===== src/rtl/demap_sched.sv =====
// demap_sched: frame sequencer around the shared symbol demapper, MSB-first byte packing
// and a small output byte FIFO. Optional statistics counters: define DEMAP_SCHED_STATS_EN.
module demap_sched #(
    parameter int FIFO_DEPTH = 4
) (
    input  logic        clk,
    input  logic        rst,
    input  logic        frame_start,
    input  logic [7:0]  cfg_hdr_syms,
    input  logic [15:0] cfg_pay_syms,
    input  logic [3:0]  cfg_pay_mod,
    input  logic [15:0] sym_re,
    input  logic [15:0] sym_im,
    input  logic        sym_valid,
    output logic        sym_ready,
    output logic [15:0] dm_sym_re,
    output logic [15:0] dm_sym_im,
    output logic        dm_sym_valid,
    output logic [3:0]  dm_mod_type,
    input  logic [7:0]  dm_bits,
    input  logic        dm_bits_valid,
    output logic [7:0]  byte_out,
    output logic        byte_valid,
    input  logic        byte_ready,
    output logic        byte_last,
    output logic        byte_hdr,
    output logic        busy,
    output logic        frame_done,
    output logic        cfg_err
`ifdef DEMAP_SCHED_STATS_EN
    ,
    output logic [15:0] stat_frames,
    output logic [31:0] stat_syms
`endif
);

    localparam int PTR_W = (FIFO_DEPTH > 1) ? $clog2(FIFO_DEPTH) : 1;
    localparam int CNT_W = $clog2(FIFO_DEPTH + 1);

    typedef enum logic [1:0] {IDLE, HDR, PAY, DRAIN} state_t;

    state_t             state_q, state_d;
    logic [7:0]         hdr_rem_q, hdr_rem_d;
    logic [15:0]        pay_rem_q, pay_rem_d;
    logic [3:0]         pay_mod_q, pay_mod_d;
    logic               busy_q, cfg_err_q, cfg_err_d, frame_done_q, frame_done_d;
    logic [1:0]         inflight_q, inflight_d;
    logic [CNT_W-1:0]   fifo_cnt_q, fifo_cnt_d;
    logic [PTR_W-1:0]   wr_ptr_q, rd_ptr_q;
    logic [9:0]         mem_q [FIFO_DEPTH];
    logic [15:0]        dm_re_q, dm_im_q;
    logic               dm_valid_q;
    logic [3:0]         dm_mod_q;
    logic               t1_hdr_q, t1_last_q, t1_hend_q, t1_wide_q;
    logic               t2_hdr_q, t2_last_q, t2_hend_q, t2_wide_q;
    logic [7:0]         acc_q, acc_d;
    logic [3:0]         acc_cnt_q, acc_cnt_d;

    logic               remaining_nz_s, room_s, sym_ready_s, sym_take_s;
    logic               pack_s, pack_wr_s, flush_s, wr_en_s, rd_en_s;
    logic [7:0]         bits_top_s, merged_s;
    logic [3:0]         new_cnt_s;
    logic [9:0]         wr_data_s;
    logic               unused_bits_s;

    assign unused_bits_s = ^dm_bits[7:4];

    // Input acceptance: space is reserved in the FIFO for every symbol still in flight.
    always_comb begin
        remaining_nz_s = 1'b0;
        if (state_q == HDR) begin
            remaining_nz_s = (hdr_rem_q != 8'd0);
        end else if (state_q == PAY) begin
            remaining_nz_s = (pay_rem_q != 16'd0);
        end else begin
            remaining_nz_s = 1'b0;
        end
        room_s      = (32'(fifo_cnt_q) + 32'(inflight_q)) < 32'(FIFO_DEPTH);
        sym_ready_s = remaining_nz_s && room_s;
        sym_take_s  = sym_valid && sym_ready_s;
        pack_s      = dm_bits_valid && (inflight_q != 2'd0);
        rd_en_s     = (fifo_cnt_q != {CNT_W{1'b0}}) && byte_ready;
    end

    // Frame sequencing FSM.
    always_comb begin
        state_d      = state_q;
        hdr_rem_d    = hdr_rem_q;
        pay_rem_d    = pay_rem_q;
        pay_mod_d    = pay_mod_q;
        cfg_err_d    = 1'b0;
        frame_done_d = 1'b0;
        flush_s      = 1'b0;
        case (state_q)
            IDLE: begin
                if (frame_start) begin
                    if ((cfg_pay_mod > 4'd1) || ((cfg_hdr_syms == 8'd0) && (cfg_pay_syms == 16'd0))) begin
                        cfg_err_d = 1'b1;
                    end else begin
                        hdr_rem_d = cfg_hdr_syms;
                        pay_rem_d = cfg_pay_syms;
                        pay_mod_d = cfg_pay_mod;
                        state_d   = (cfg_hdr_syms != 8'd0) ? HDR : PAY;
                    end
                end else begin
                    state_d = IDLE;
                end
            end
            HDR: begin
                if (sym_take_s) begin
                    hdr_rem_d = hdr_rem_q - 8'd1;
                    if (hdr_rem_q == 8'd1) begin
                        state_d = (pay_rem_q == 16'd0) ? DRAIN : PAY;
                    end else begin
                        state_d = HDR;
                    end
                end else begin
                    state_d = HDR;
                end
            end
            PAY: begin
                if (sym_take_s) begin
                    pay_rem_d = pay_rem_q - 16'd1;
                    if (pay_rem_q == 16'd1) begin
                        state_d = DRAIN;
                    end else begin
                        state_d = PAY;
                    end
                end else begin
                    state_d = PAY;
                end
            end
            DRAIN: begin
                if (inflight_q == 2'd0) begin
                    if (acc_cnt_q != 4'd0) begin
                        flush_s = (fifo_cnt_q < CNT_W'(FIFO_DEPTH));
                    end else begin
                        frame_done_d = 1'b1;
                        state_d      = IDLE;
                    end
                end else begin
                    flush_s = 1'b0;
                end
            end
            default: begin
                state_d = IDLE;
            end
        endcase
    end

    // Bit packing, FIFO write selection and occupancy bookkeeping.
    always_comb begin
        if (t2_wide_q) begin
            bits_top_s = {dm_bits[3:0], 4'h0};
        end else begin
            bits_top_s = {dm_bits[1:0], 6'h00};
        end
        merged_s  = acc_q | (bits_top_s >> acc_cnt_q);
        new_cnt_s = acc_cnt_q + (t2_wide_q ? 4'd4 : 4'd2);
        pack_wr_s = pack_s && ((new_cnt_s == 4'd8) || t2_hend_q);
        wr_en_s   = pack_wr_s || flush_s;
        if (pack_wr_s) begin
            wr_data_s = {t2_last_q, t2_hdr_q, merged_s};
        end else begin
            wr_data_s = {1'b1, 1'b0, acc_q};
        end
        if (wr_en_s) begin
            acc_d     = 8'h00;
            acc_cnt_d = 4'd0;
        end else if (pack_s) begin
            acc_d     = merged_s;
            acc_cnt_d = new_cnt_s;
        end else begin
            acc_d     = acc_q;
            acc_cnt_d = acc_cnt_q;
        end
        case ({sym_take_s, pack_s})
            2'b10:   inflight_d = inflight_q + 2'd1;
            2'b01:   inflight_d = inflight_q - 2'd1;
            default: inflight_d = inflight_q;
        endcase
        case ({wr_en_s, rd_en_s})
            2'b10:   fifo_cnt_d = fifo_cnt_q + CNT_W'(1);
            2'b01:   fifo_cnt_d = fifo_cnt_q - CNT_W'(1);
            default: fifo_cnt_d = fifo_cnt_q;
        endcase
    end

    // State, pipeline and FIFO registers.
    always_ff @(posedge clk) begin
        if (rst) begin
            state_q      <= IDLE;
            hdr_rem_q    <= 8'd0;
            pay_rem_q    <= 16'd0;
            pay_mod_q    <= 4'd0;
            busy_q       <= 1'b0;
            cfg_err_q    <= 1'b0;
            frame_done_q <= 1'b0;
            inflight_q   <= 2'd0;
            fifo_cnt_q   <= {CNT_W{1'b0}};
            wr_ptr_q     <= {PTR_W{1'b0}};
            rd_ptr_q     <= {PTR_W{1'b0}};
            for (int i = 0; i < FIFO_DEPTH; i++) begin
                mem_q[i] <= 10'h000;
            end
            dm_re_q      <= 16'h0000;
            dm_im_q      <= 16'h0000;
            dm_valid_q   <= 1'b0;
            dm_mod_q     <= 4'd0;
            {t1_hdr_q, t1_last_q, t1_hend_q, t1_wide_q} <= 4'b0000;
            {t2_hdr_q, t2_last_q, t2_hend_q, t2_wide_q} <= 4'b0000;
            acc_q        <= 8'h00;
            acc_cnt_q    <= 4'd0;
        end else begin
            state_q      <= state_d;
            hdr_rem_q    <= hdr_rem_d;
            pay_rem_q    <= pay_rem_d;
            pay_mod_q    <= pay_mod_d;
            busy_q       <= (state_d != IDLE);
            cfg_err_q    <= cfg_err_d;
            frame_done_q <= frame_done_d;
            inflight_q   <= inflight_d;
            fifo_cnt_q   <= fifo_cnt_d;
            dm_valid_q   <= sym_take_s;
            if (sym_take_s) begin
                dm_re_q   <= sym_re;
                dm_im_q   <= sym_im;
                dm_mod_q  <= (state_q == HDR) ? 4'd0 : pay_mod_q;
                t1_hdr_q  <= (state_q == HDR);
                t1_hend_q <= (state_q == HDR) && (hdr_rem_q == 8'd1);
                t1_last_q <= ((state_q == HDR) && (hdr_rem_q == 8'd1) && (pay_rem_q == 16'd0)) ||
                             ((state_q == PAY) && (pay_rem_q == 16'd1));
                t1_wide_q <= (state_q == PAY) && (pay_mod_q == 4'd1);
            end else begin
                dm_re_q   <= dm_re_q;
                dm_im_q   <= dm_im_q;
                dm_mod_q  <= dm_mod_q;
                {t1_hdr_q, t1_last_q, t1_hend_q, t1_wide_q} <= {t1_hdr_q, t1_last_q, t1_hend_q, t1_wide_q};
            end
            // The demapper has a fixed one-cycle latency, so tags follow one stage behind.
            {t2_hdr_q, t2_last_q, t2_hend_q, t2_wide_q} <= {t1_hdr_q, t1_last_q, t1_hend_q, t1_wide_q};
            acc_q        <= acc_d;
            acc_cnt_q    <= acc_cnt_d;
            if (wr_en_s) begin
                mem_q[wr_ptr_q] <= wr_data_s;
                wr_ptr_q <= (wr_ptr_q == PTR_W'(FIFO_DEPTH - 1)) ? {PTR_W{1'b0}} : wr_ptr_q + PTR_W'(1);
            end else begin
                wr_ptr_q <= wr_ptr_q;
            end
            if (rd_en_s) begin
                rd_ptr_q <= (rd_ptr_q == PTR_W'(FIFO_DEPTH - 1)) ? {PTR_W{1'b0}} : rd_ptr_q + PTR_W'(1);
            end else begin
                rd_ptr_q <= rd_ptr_q;
            end
        end
    end

`ifdef DEMAP_SCHED_STATS_EN
    logic [15:0] stat_frames_q;
    logic [31:0] stat_syms_q;

    // Wrapping frame and symbol counters, cleared only by reset.
    always_ff @(posedge clk) begin
        if (rst) begin
            stat_frames_q <= 16'd0;
            stat_syms_q   <= 32'd0;
        end else begin
            stat_frames_q <= stat_frames_q + (frame_done_d ? 16'd1 : 16'd0);
            stat_syms_q   <= stat_syms_q + (sym_take_s ? 32'd1 : 32'd0);
        end
    end

    assign stat_frames = stat_frames_q;
    assign stat_syms   = stat_syms_q;
`endif

    assign sym_ready    = sym_ready_s;
    assign dm_sym_re    = dm_re_q;
    assign dm_sym_im    = dm_im_q;
    assign dm_sym_valid = dm_valid_q;
    assign dm_mod_type  = dm_mod_q;
    assign byte_out     = mem_q[rd_ptr_q][7:0];
    assign byte_hdr     = (fifo_cnt_q != {CNT_W{1'b0}}) && mem_q[rd_ptr_q][8];
    assign byte_last    = (fifo_cnt_q != {CNT_W{1'b0}}) && mem_q[rd_ptr_q][9];
    assign byte_valid   = (fifo_cnt_q != {CNT_W{1'b0}});
    assign busy         = busy_q;
    assign frame_done   = frame_done_q;
    assign cfg_err      = cfg_err_q;

endmodule


===== config.mk =====
export PLATFORM = sky130hd
export DESIGN_NAME = demap_sched
export DESIGN_NICKNAME = d
export VERILOG_FILES = /design/src/rtl/demap_sched.sv
export SDC_FILE = /design/constraint.sdc
export NUM_CORES = 1
export LEC_CHECK = 0
export CAP_MARGIN = 20
export CELL_PAD_IN_SITES_DETAIL_PLACEMENT = 1
export CELL_PAD_IN_SITES_GLOBAL_PLACEMENT = 1
export CORE_MARGIN = 2
export CORE_UTILIZATION = 25
export CTS_CLUSTER_SIZE = 10
export DETAILED_ROUTE_END_ITERATION = 7
export PLACE_DENSITY = 0.61
export SYNTH_ARGS = -nofsm -noshare
export SYNTH_HDL_FRONTEND = slang
export SYNTH_SLANG_ARGS = --single-unit

===== constraint.sdc =====
create_clock -name clk -period 8 [get_ports clk]
set_input_delay 1.2 -clock clk [delete_from_list [all_inputs] [get_ports clk]]
set_output_delay 1.2 -clock clk [all_outputs]
set_load 0.1 [all_outputs]

==> run summary, run 1 <==
After detailed routing, the number of remaining DRC violations is 0. The worst setup path is launched from a register. The proportion of synthesized chip area in sequential cells is 49.6%. The run gives 0 as the number of warnings issued by yosys. The layout-stage area growth over the synthesis result was 31.3%. During placement, the flow inserted port buffers numbering 121. The first global-routing pass estimated 30,200 um of wire. The run gives 0 as the initial antenna violation count. Yosys mapped the design onto 69 distinct sky130hd cell types. The clock skew is 0.0185 ns, and the max-cap check violation count is 0. The later pin in the worst-skew pair is clocked with a latency of 0.43 ns.

From left edge to right edge, the die measures 165 um. The run gives 0 as the final antenna diode count. STA classifies the critical path endpoint as an output port.

The post-synthesis instance total was 707; the detailed-route vias per instance was 4.89. The effective utilization at floorplan came out at 25.6%. The count of flip-flops with a built-in enable after synthesis was 40. The maximum level of the CTS H-tree was 4. The initialized floorplan defines 58 standard-cell rows. The synthesized design devotes to its leading area cell type 31.0% of total area. The maximum resistive drop on vdd is 0.000147 V. The final critical path time including I/O delays and setup was 4.30 ns.

For the final-report max-slew violation count, the log shows 0. In the final timing run, aggregate negative setup slack is 0 ns. The run gives 0.0253 mm^2 as the floorplan core area. Share of the clock period used by the worst path: 53.7%. The biggest area contributor in the post-synthesis netlist is sky130_fd_sc_hd__dfxtp_1.

STA puts the critical path data required time at 6.80 ns. Summing every instance area after synthesis gives 0.00646 mm^2. The type of the worst setup path was register to output port. After clock tree synthesis, the flow added hold-fix buffers numbering 0. The maximum net fanout on the critical path is 5. Summed over all cells, the static leakage comes to 2.84 nW. Counting flops with an async set or reset pin after synthesis yields a share of 0%. Setup repair after global routing left no endpoint under its margin. No sink is reached through more buffers than the 2 on the longest clock path. In this run the tightest slew margin relative to its limit is 31.6%.

Of the cells placed in the final design, the portion with a size suffix greater than 1 is 7.90%. Ranked by total cell area, the synthesized netlist is headed by sky130_fd_sc_hd__dfxtp_1, sky130_fd_sc_hd__edfxtp_1, sky130_fd_sc_hd__a21oi_1. The total overflow left after global routing is 0. Entering global routing, the biggest net connects 83 pins.

Once detailed placement completed, the half-perimeter wirelength came to 13,000 um. Final hold analysis gives a worst-case slack of 0.452 ns. The tightest min-delay check is of the register to register type.

The logs give 0 for the number of failing hold endpoints at the final stage and 896 for the count of nets after finishing. The number of detailed-routing iterations run before antenna repair came out at 4. The post-cts gate resize count came out at 0. The logs give 0 for the number of setup buffers added after CTS and 140 for the number of sinks handled by clock tree synthesis. Die height: 165 um.

The number of nets in the synthesized netlist came out at 793. The tree is rooted in a sky130_fd_sc_hd__clkbuf_16. Timing would allow up to 0.233 GHz. Last weighted congestion value of the routability-driven placer: 0.765. TritonCTS built the clock tree. The count of state elements after synthesis works out to 140. In the synthesized netlist the dominant register cell turns out to be sky130_fd_sc_hd__dfxtp_1. Counting the buffers created by CTS gives 17. For the count of antenna-violating nets left after detailed routing, the log shows 0. The run gives 0.0271 mm^2 as the die outline area. The power density over the cells came out at 195 mW/mm^2.

The total power draw was 1.65 mW. For the total wire length after detailed routing, the log shows 19,100 um. After clock tree synthesis, the clock-pin slew on the worst setup and hold paths is 0.06 ns. The flow ran to the end, and the final reports show no timing, DRC or antenna violations. For the worst setup path, the data arrival time is 3.10 ns. At the pin with the least slew margin, the transition time is 1.02 ns. During I/O placement, the number of pins put on the boundary was 126. Dividing the detail-routed wire length by the instance count gives 16.6 um. Averaged over all synthesized cells, the footprint is 9.14 um^2.

In the global route stage, overall resource usage came out at 14.4%. Final core area utilization: 33.6%. The routed layout has 5,634 vias.

The run gives 5,621 as the via count of the first global-routing pass. Setup violations remaining at the end of the flow were counted as 0. The first routing iteration left 345 violations.
## kinds of logic (layout without fill, tap and decap cells)
group	after synthesis	count (layout)	share of synthesized area, %
AO/OA/AOI/OAI	165	165	16.4
AND/OR/NAND/NOR	307	307	22.0
buffers and inverters	63	179	4.49
multiplexers	14	14	4.14
flip-flops	140	140	49.6
adder cells (fa/ha/maj)	12	12	2.56
XOR/XNOR	6	6	0.813
## power by group
| group | total [mW] | switching, mW | internal, mW | leakage, nW |
|---|---|---|---|---|
| clock network | 0.763 | 0.345 | 0.418 | 0.268 |
| registers | 0.749 | 0.00809 | 0.741 | 1.21 |
| logic | 0.140 | 0.0826 | 0.0572 | 1.36 |
| total | 1.65 | 0.436 | 1.22 | 2.84 |
## layout make-up
| cell class | count | area [um^2] |
|---|---|---|
| sequential | 140 | 3200 |
| fill | 2926 | 16800 |
| clock inverter | 14 | 125 |
| inverter | 20 | 77.6 |
| clock buffer | 18 | 439 |
| timing repair buffer | 127 | 1250 |
| multi-input combinational | 504 | 2970 |
| tap | 330 | 413 |
## registers in the layout, summed over array words and instances (netlist names), 4 cells and up, named ones only
| name | flops |
|---|---|
| pay_mod_q | 4 |
| dm_sym_re | 16 |
| mem_q | 40 |
| dm_sym_im | 16 |
| acc_q | 8 |
| hdr_rem_q | 8 |
| pay_rem_q | 16 |
| dm_mod_type | 4 |
## stage by stage
stage          cells  instance area [um^2]  setup WS (ns)
2_1_floorplan    707                  6460           4.77
3_3_place_gp    1121                  7920           3.68
3_5_place_dp    1121                  7920           3.62
4_1_cts         1153                  8480           3.70
5_1_grt         1153                  8480           3.48
6_report        1153                  8480           3.70
## cell usage after synthesis (3+ instances only)
cell type,number
sky130_fd_sc_hd__nand2_1,115
sky130_fd_sc_hd__dfxtp_1,100
sky130_fd_sc_hd__a21oi_1,90
sky130_fd_sc_hd__nor2_1,89
sky130_fd_sc_hd__edfxtp_1,40
sky130_fd_sc_hd__clkbuf_1,26
sky130_fd_sc_hd__inv_1,18
sky130_fd_sc_hd__nand3_1,16
sky130_fd_sc_hd__nor4_1,16
sky130_fd_sc_hd__nor3_1,15
sky130_fd_sc_hd__o21ai_0,14
sky130_fd_sc_hd__o32ai_1,12
sky130_fd_sc_hd__ha_1,10
sky130_fd_sc_hd__mux4_2,10
sky130_fd_sc_hd__nor2b_1,9
sky130_fd_sc_hd__buf_2,8
sky130_fd_sc_hd__a31oi_1,7
sky130_fd_sc_hd__and2_1,7
sky130_fd_sc_hd__or4_1,7
sky130_fd_sc_hd__a22oi_1,6
sky130_fd_sc_hd__buf_6,5
sky130_fd_sc_hd__xor2_1,5
sky130_fd_sc_hd__a221oi_1,4
sky130_fd_sc_hd__a32o_1,4
sky130_fd_sc_hd__nand2b_1,4
sky130_fd_sc_hd__nand4b_1,4
sky130_fd_sc_hd__o22ai_1,4
sky130_fd_sc_hd__or3_1,4
sky130_fd_sc_hd__a2bb2oi_1,3
sky130_fd_sc_hd__and3_1,3
sky130_fd_sc_hd__buf_1,3
sky130_fd_sc_hd__nand4_1,3
## layer usage
metal | global-route usage [%] | vias up | part of all wire (%)
met3 | 2.84 | 10 | 3.0
met4 | 3.95 | 0 | 0.71
met5 | 0 | - | 0
met1 | 19.0 | 2782 | 47
met2 | 23.9 | 96 | 50
li1 | - | 2746 | -
## critical path, cell delays in order, from the launching register on
cell                              delay [ns]
sky130_fd_sc_hd__dfxtp_1                0.34
sky130_fd_sc_hd__inv_1                  0.09
sky130_fd_sc_hd__ha_1                   0.20
sky130_fd_sc_hd__or3b_1                 0.49
sky130_fd_sc_hd__o21ai_0                0.28
sky130_fd_sc_hd__o21ai_0                0.12
sky130_fd_sc_hd__and2_1                 0.18
sky130_fd_sc_hd__clkdlybuf4s50_1        0.97
## layout by cell type (no fill, tap or decap), types with 3 or more instances in the layout
| master | Yosys | final |
|---|---|---|
| sky130_fd_sc_hd__a21oi_1 | 90 | 90 |
| sky130_fd_sc_hd__a221oi_1 | 4 | 4 |
| sky130_fd_sc_hd__a22oi_1 | 6 | 6 |
| sky130_fd_sc_hd__a2bb2oi_1 | 3 | 3 |
| sky130_fd_sc_hd__a31oi_1 | 7 | 7 |
| sky130_fd_sc_hd__a32o_1 | 4 | 4 |
| sky130_fd_sc_hd__and2_1 | 7 | 7 |
| sky130_fd_sc_hd__and3_1 | 3 | 3 |
| sky130_fd_sc_hd__buf_4 | 1 | 6 |
| sky130_fd_sc_hd__clkbuf_16 | 0 | 17 |
| sky130_fd_sc_hd__clkdlybuf4s50_1 | 0 | 120 |
| sky130_fd_sc_hd__clkinvlp_4 | 0 | 3 |
| sky130_fd_sc_hd__dfxtp_1 | 100 | 100 |
| sky130_fd_sc_hd__edfxtp_1 | 40 | 40 |
| sky130_fd_sc_hd__ha_1 | 10 | 10 |
| sky130_fd_sc_hd__inv_1 | 18 | 18 |
| sky130_fd_sc_hd__inv_6 | 0 | 5 |
| sky130_fd_sc_hd__inv_8 | 0 | 4 |
| sky130_fd_sc_hd__mux4_2 | 10 | 10 |
| sky130_fd_sc_hd__nand2_1 | 115 | 115 |
| sky130_fd_sc_hd__nand2b_1 | 4 | 4 |
| sky130_fd_sc_hd__nand3_1 | 16 | 16 |
| sky130_fd_sc_hd__nand4_1 | 3 | 3 |
| sky130_fd_sc_hd__nand4b_1 | 4 | 4 |
| sky130_fd_sc_hd__nor2_1 | 89 | 89 |
| sky130_fd_sc_hd__nor2b_1 | 9 | 9 |
| sky130_fd_sc_hd__nor3_1 | 15 | 15 |
| sky130_fd_sc_hd__nor4_1 | 16 | 16 |
| sky130_fd_sc_hd__o21ai_0 | 14 | 14 |
| sky130_fd_sc_hd__o22ai_1 | 4 | 4 |
| sky130_fd_sc_hd__o32ai_1 | 12 | 12 |
| sky130_fd_sc_hd__or3_1 | 4 | 4 |
| sky130_fd_sc_hd__or4_1 | 7 | 7 |
| sky130_fd_sc_hd__xor2_1 | 5 | 5 |
## worst paths after layout
path,startpoint,end,slack (ns),cells past startpoint
setup / recovery,hdr_rem_q[1],sym_ready,3.70,7
hold / removal,dm_sym_re[2],dm_sym_re[2],0.45,2
setup reg to reg,inflight_q[1],inflight_q[1],4.56,9
hold reg to reg,dm_sym_re[2],dm_sym_re[2],0.45,2
(Power assumes the default switching activity.)
==> run 2: changes to the inputs <==
PLACE_DENSITY = 0.63   (was 0.61)
clock period = 3.8 ns   (was 8 ns; I/O delays follow)
==> run 2 against run 1 <==
Net effect:
- clock power is 120% higher
- highest routed layer unchanged
- register-to-register slack got worse by 4.0 ns
- combinational power increased by 110%
- critical path depth grew 6
- clock-buffer cell count is 1 lower
- design area grew 0.55%
- core utilization up 0.18 points
- setup slack got worse by 3.1 ns
==> run summary, run 2 (synthesis gave the netlist of run 1 again) <==
The tools report the I/O pin count as 126. The run gives 0 as the count of antenna-violating nets left after detailed routing. The layout has 2,948 filler cells.

The die covers 0.0271 mm^2. The initial antenna violation count is 0. The number of setup buffers added after CTS came out at 0.

The area of the multi-input gates was 0.00297 mm^2; the clock transition at the registers of the reported paths was 0.07 ns. In this run the tightest slew margin relative to its limit is 31.9%. The detailed-route vias per instance works out to 4.83. Setup total negative slack: 0 ns. The effective utilization at floorplan was 25.6%; the flip-flop count of the largest register after layout was 40. The final-report max-slew violation count was 0. The share of the clock period used by the worst path was 84.7%; the final count of negative-setup-slack endpoints was 0. The footprint of the flip-flops and latches was 0.00320 mm^2. STA puts the critical path data arrival time at 3.57 ns. The floorplan step set the die width to 165 um. The total track usage was 14.6%; the initial detailed-routing violation count was 318. Before antenna repair, the detailed router went through 4 iterations. For this run, the slowest stage of the critical path takes 0.48 ns. Leakage power summed over all cells: 2.90 nW.

The run finished with clean final reports. After floorplanning, the core was divided into 58 placement rows. The worst setup path is of the register to register kind. The root buffer cell chosen for the clock tree is sky130_fd_sc_hd__clkbuf_16. For the number of sinks handled by clock tree synthesis, the log shows 140. Floorplan core area: 0.0253 mm^2. The run gives 0 as the number of DRC violations after detailed routing. The vias after detailed routing came out at 5,591. The routed design has 19,100 um of wire. The worst hold path belongs to the class register to register. The longest clock path from root to sink contains 2 buffers. The clock skew is 0.0129 ns. For this run, the top clock speed supported by timing is 0.311 GHz.

For the via count of the first global-routing pass, the log shows 5,640. Relative to the synthesized area, the layout overhead comes to 32.0%. For the final antenna diode count, the log shows 0. The overall overflow remaining after global route was 0. Setup repair after global routing left no endpoint under its margin. Clock tree synthesis inserted a total of 17 buffers. The pin count of the biggest net entering global routing is 82, and the number of port buffers is 121. The maximum level of the CTS H-tree was 4; the max-cap check violation count was 0.

At the end of routability-driven placement, the weighted congestion stood at 0.768. For the finished layout, the period the worst path requires is 3.22 ns. The signal on the critical path passes through inv_1 -> ha_1 -> fa_1 -> xor2_1 -> a21oi_1 -> o22ai_2 -> inv_1 -> ha_1 -> inv_1 -> fa_1 -> xor2_1 -> or3_1 -> a21oi_1. At the pin with the least slew margin, the transition time is 1.02 ns. The maximum resistive drop on vdd was 0.000232 V. The die is 165 um tall. By instance count, the cell type seen most on the critical path is sky130_fd_sc_hd__inv_1. TritonCTS built the clock tree. Required time of the critical path: 4.15 ns.

Cells fill 33.8% of the core in the end. On the critical path, the stage with the largest delay is an instance of sky130_fd_sc_hd__dfxtp_1. The global-route wire length before repair is 30,600 um. Most common cell after layout, fill and taps aside: sky130_fd_sc_hd__nand2_1. Critical path launch point type: a register.

For the number of failing hold endpoints at the final stage, the log shows 0. The register containing the most flip-flops in the final layout is mem_q. Gates resized during post-CTS repair numbered 0. The final routed wire length divided by cell count came out at 16.5 um.

The maximum net fanout on the critical path works out to 9. The top cell types in the final layout, fill and taps aside, are sky130_fd_sc_hd__nand2_1, sky130_fd_sc_hd__clkdlybuf4s50_1, sky130_fd_sc_hd__dfxtp_1. STA classifies the critical path endpoint as a register. For this design the ratio of total power to cell area is 416 mW/mm^2. The final layout contains 901 nets. The later pin in the worst-skew pair is clocked with a latency of 0.43 ns. In the final layout, the share of cells above drive strength 1 is 9.78%. The detailed placer's ending HPWL was 13,100 um.

Buffers inserted to repair hold after CTS numbered 0.
[run 2: cell types whose count changed in the layout (fill, tap and decap cells not counted), moves of 2 or more]
cell	previous run	this run
sky130_fd_sc_hd__buf_4	6	22
sky130_fd_sc_hd__clkdlybuf4s50_1	120	109
sky130_fd_sc_hd__clkinv_8	0	4
sky130_fd_sc_hd__clkinvlp_4	3	1
sky130_fd_sc_hd__inv_6	5	3
sky130_fd_sc_hd__inv_8	4	6
[run 2: metal layers]
layer / vias to the layer above / share of wire, % / track usage [%]
li1: 2750 / - / -
met1: 2739 / 47 / 19.5
met2: 97 / 49 / 24.0
met3: 5 / 3.7 / 3.69
met4: 0 / 0.59 / 3.20
met5: - / 0 / 0
[run 2: report_power, final]
group	total, mW	switching, mW	internal (mW)
clock network	1.68	0.790	0.890
logic	0.293	0.173	0.120
registers	1.58	0.0178	1.56
total	3.55	0.982	2.57
[run 2: worst paths after layout]
path         cells after the start        endpoint  slack, ns            from
max                             13   fifo_cnt_q[2]       0.58       t2_wide_q
min                              2  dm_mod_type[1]       0.45  dm_mod_type[1]
max reg2reg                     13   fifo_cnt_q[2]       0.58       t2_wide_q
min reg2reg                      2  dm_mod_type[1]       0.45  dm_mod_type[1]
[run 2: through the flow]
step                      hold slack, ns  instance area, um^2  setup WS [ns]  cells  total power, mW
after floorplan                    0.427                 6460          0.863    707             1.77
after global placement             0.438                 7930          0.598   1126             1.90
after detailed placement           0.446                 7930          0.574   1126             1.91
after CTS                          0.455                 8530          0.555   1158             3.60
after global routing               0.475                 8530          0.317   1158             3.70
final                              0.453                 8530          0.580   1158             3.55
[run 2: area by class of cell]
type	count	share of cell area [%]
flip-flops and latches	140	37.6
clock inverters	15	2.05
well taps	330	4.84
multi-input cells	504	34.9
inverters	20	0.909
repair buffers	132	14.8
clock buffers	17	4.99
[run 2: critical path: cells and delay by family, from the launching register on]
kind,cells,cell delay (ns)
AOI/OAI and AO/OA,3,0.63
DFF,1,0.48
and+or+nand+nor,1,0.30
adders and majority gates,4,1.17
xor gates and xnor gates,2,0.32
buffers and inverters,3,0.26
==> run 3: changes to the inputs <==
clock period = 2.71 ns   (was 3.8 ns; I/O delays follow)
==> run 3 against run 2 <==
Net effect:
- sequential cell count is the same
- register-to-register slack lost 0.54 ns
- critical path depth is the same
- cell count grew 2.9%
- global-route usage grew 0.28 points
- design area grew 3.2%
- clock skew grew 0.0044 ns
==> run summary, run 3 (synthesis gave the netlist of run 1 again) <==
The tools report the internal power consumption as 3.68 mW. Cells with a size suffix above 1 make up 20.1% of the layout. The floorplan has 58 rows. For this run, the detailed router's first-pass iteration total came to 4.

Reg-to-reg critical path startpoint: t2_wide_q. The logs give 0.811 for the last weighted congestion value of the routability-driven placer and 2 for the largest buffer count on any clock path. For the upper clock frequency limit, the log shows 0.375 GHz. The logs give 3.03 ns for the arrival time of the worst setup path and 44.0% for the share of total power in sequential cells. Final critical path time including I/O delays and setup: 2.67 ns. The total met3 wirelength after detailed routing is 805 um, and the die height is 165 um. The required time of the critical path was 3.08 ns; the maximum net fanout on the critical path was 2. The run gives 31,600 um as the global-route wire length before repair. Setup repair after global routing could not meet its margin everywhere.

The clock arrives with 0.0173 ns of skew. The top cell types in the final layout, fill and taps aside, are sky130_fd_sc_hd__nand2_1, sky130_fd_sc_hd__dfxtp_1, sky130_fd_sc_hd__buf_4. The leakage power summed over all cells was 3.17 nW. In the final routed layout, each cell accounts on average for 16.3 um. The worst hold path begins at rst.

The cell area after layout came out at 0.00881 mm^2. In this run the remaining antenna-violating nets after routing total 0. The routed design uses 9840 um of met2 wire.

Flip-flop count of the largest register after layout: 40. For this design, the CTS-stage hold fixing added 0 buffers. Compared with the post-synthesis result, the final layout area differs by 36.3%. Once detailed placement completed, the half-perimeter wirelength came to 13,800 um. For this design the total switching power over the nets is 1.34 mW. For the pin with the worst max-slew slack, the measured transition is 0.650 ns. The clock transition at the registers of the reported paths was 0.07 ns; the total wire length after detailed routing was 19,400 um. Setup violations remaining at the end of the flow were counted as 0. Across the VDD grid, the largest voltage drop is 0.000242 V. The I/O pin count came out at 126. In the finished design, the share of the clock period the worst path needs comes to 98.4%.

The net switching fraction of the power came out at 26.6%. In this run, placement finished with an instance count of 1,159. The count of nets after finishing was 935. Critical path launch point type: a register. The H-tree was split into 4 levels.

Power comes to 5.02 mW. The total track usage came out at 14.9%. The slowest stage of the critical path belongs to the cell sky130_fd_sc_hd__fa_2. The start point of the critical path was t2_wide_q. The met1 layer wirelength in the final routing was 8580 um. Routed signal wires occupy layers up through met4. Traced cell by cell, the critical path runs through inv_4 -> ha_4 -> fa_2 -> nor2_2 -> a21oi_2 -> o22ai_4 -> inv_2 -> ha_4 -> inv_2 -> fa_2 -> xor2_1 -> or3_1 -> a21oi_2. The logs give 0 for the final antenna diode count and 0 for the final-report max-slew violation count. The overall die width is 165 um. The via count of the first global-routing pass was 5,842. For this block, the initial DRC count from the detailed router was 295. The power density over the cells was 570 mW/mm^2. For the worst-skew pair, the clock arrives at the later sink with an insertion delay of 0.44 ns. The worst setup path is of the register to register kind. The die outline area is 0.0271 mm^2, and the initial antenna violation count is 0. The tools report the worst slew margin relative to its limit as 56.3%.

The type of the most critical hold path was input pin to register. The number of failing hold endpoints at the final stage is 0, and the combinational power share is 8.7%. In this run the tool buffered the top-level ports with 121 buffer cells. TritonCTS built the clock tree. STA classifies the critical path endpoint as a register. Max-cap violations in this run came to 0. The initial utilization of the core area, before any placement, comes to 25.6%.

For this run, design rule violations remaining after detail routing come to 0. The detailed-route vias per instance is 4.77. The vias after detailed routing came out at 5,689. The most common cell after layout, fill and taps aside was sky130_fd_sc_hd__nand2_1. The number of sinks handled by clock tree synthesis is 140. In this design, the stage delay of the slowest critical-path cell is 0.54 ns.

Ranked by flip-flop count, first place goes to mem_q. The pin count of the biggest net entering global routing is 46. Clock root buffer master: sky130_fd_sc_hd__clkbuf_16. In this run the cell area measured after placement is 0.00815 mm^2. The run finished with clean final reports.

The logs give 0.0253 mm^2 for the floorplan core area and 0 for the overall overflow remaining after global route. Once layout is complete, the cells apart from fillers number 1,192. Clock tree synthesis inserted a total of 17 buffers. The clock network fraction of design power is 47.3%.
## run 3: cell count changes in the layout (fill, tap and decap cells not counted), moves of 3 or more
cell and delta:
sky130_fd_sc_hd__clkinv_8 -3, sky130_fd_sc_hd__clkdlybuf4s50_1 -41, sky130_fd_sc_hd__buf_12 +4, sky130_fd_sc_hd__buf_4 +70, sky130_fd_sc_hd__inv_1 -3, sky130_fd_sc_hd__ha_1 -3
## run 3: per-stage QoR
| stage | setup TNS [ns] | utilization, % | worst slack (ns) | hold WS [ns] |
|---|---|---|---|---|
| after CTS | -0.00634 | 34.7 | -0.00634 | 0.265 |
| after floorplan | -0.0288 | - | -0.0288 | 0.427 |
| after global routing | -0.0888 | 34.9 | -0.0888 | 0.295 |
| after global placement | 0 | 32.3 | 0.00408 | 0.436 |
| final | 0 | 34.9 | 0.0421 | 0.288 |
| after detailed placement | -0.0557 | 32.3 | -0.0557 | 0.444 |
## run 3: power by group through the flow
stage / clock network (mW) / registers, mW / logic, mW
finish: 2.37 / 2.21 / 0.439
global route: 2.54 / 2.21 / 0.474
CTS: 2.44 / 2.21 / 0.440
detailed placement: 0 / 2.26 / 0.436
global placement: 0 / 2.25 / 0.435
floorplan: 0 / 2.28 / 0.201
## run 3: timing repair
| action | CTS | global route |
|---|---|---|
| resized for setup | 4 | 12 |
| pin swaps | 2 | 0 |
| endpoints found under the setup margin | 2 | 2 |
| setup buffers | 0 | 1 |
## run 3: cell type report
class | count | area, um^2
fill | 2950 | 16400
sequential | 140 | 3210
multi-input combinational | 504 | 3040
timing repair buffer | 166 | 1470
clock buffer | 17 | 425
tap | 330 | 413
clock inverter | 15 | 169
inverter | 20 | 80.1
## run 3: per-layer routing
metal | up-vias | GRT usage [%]
met5 | - | 0
met4 | 0 | 3.52
met3 | 15 | 3.42
met2 | 107 | 25.1
met1 | 2742 | 19.4
li1 | 2825 | -
## run 3: final timing paths
check                  end  slack, ns  depth (start not counted)
min reg2reg      t1_wide_q       0.45                          2
min           dm_sym_valid       0.29                          2
max          fifo_cnt_q[2]       0.04                         13
max reg2reg  fifo_cnt_q[2]       0.04                         13
## run 3: critical path: cells and delay by family, from the launching register on
kind,cells,cell delay [ns]
XOR/XNOR,1,0.15
buffers and inverters,3,0.17
AND/OR/NAND/NOR,2,0.36
adder cells (fa/ha/maj),4,1.15
flip-flops,1,0.36
AO/OA/AOI/OAI,3,0.41
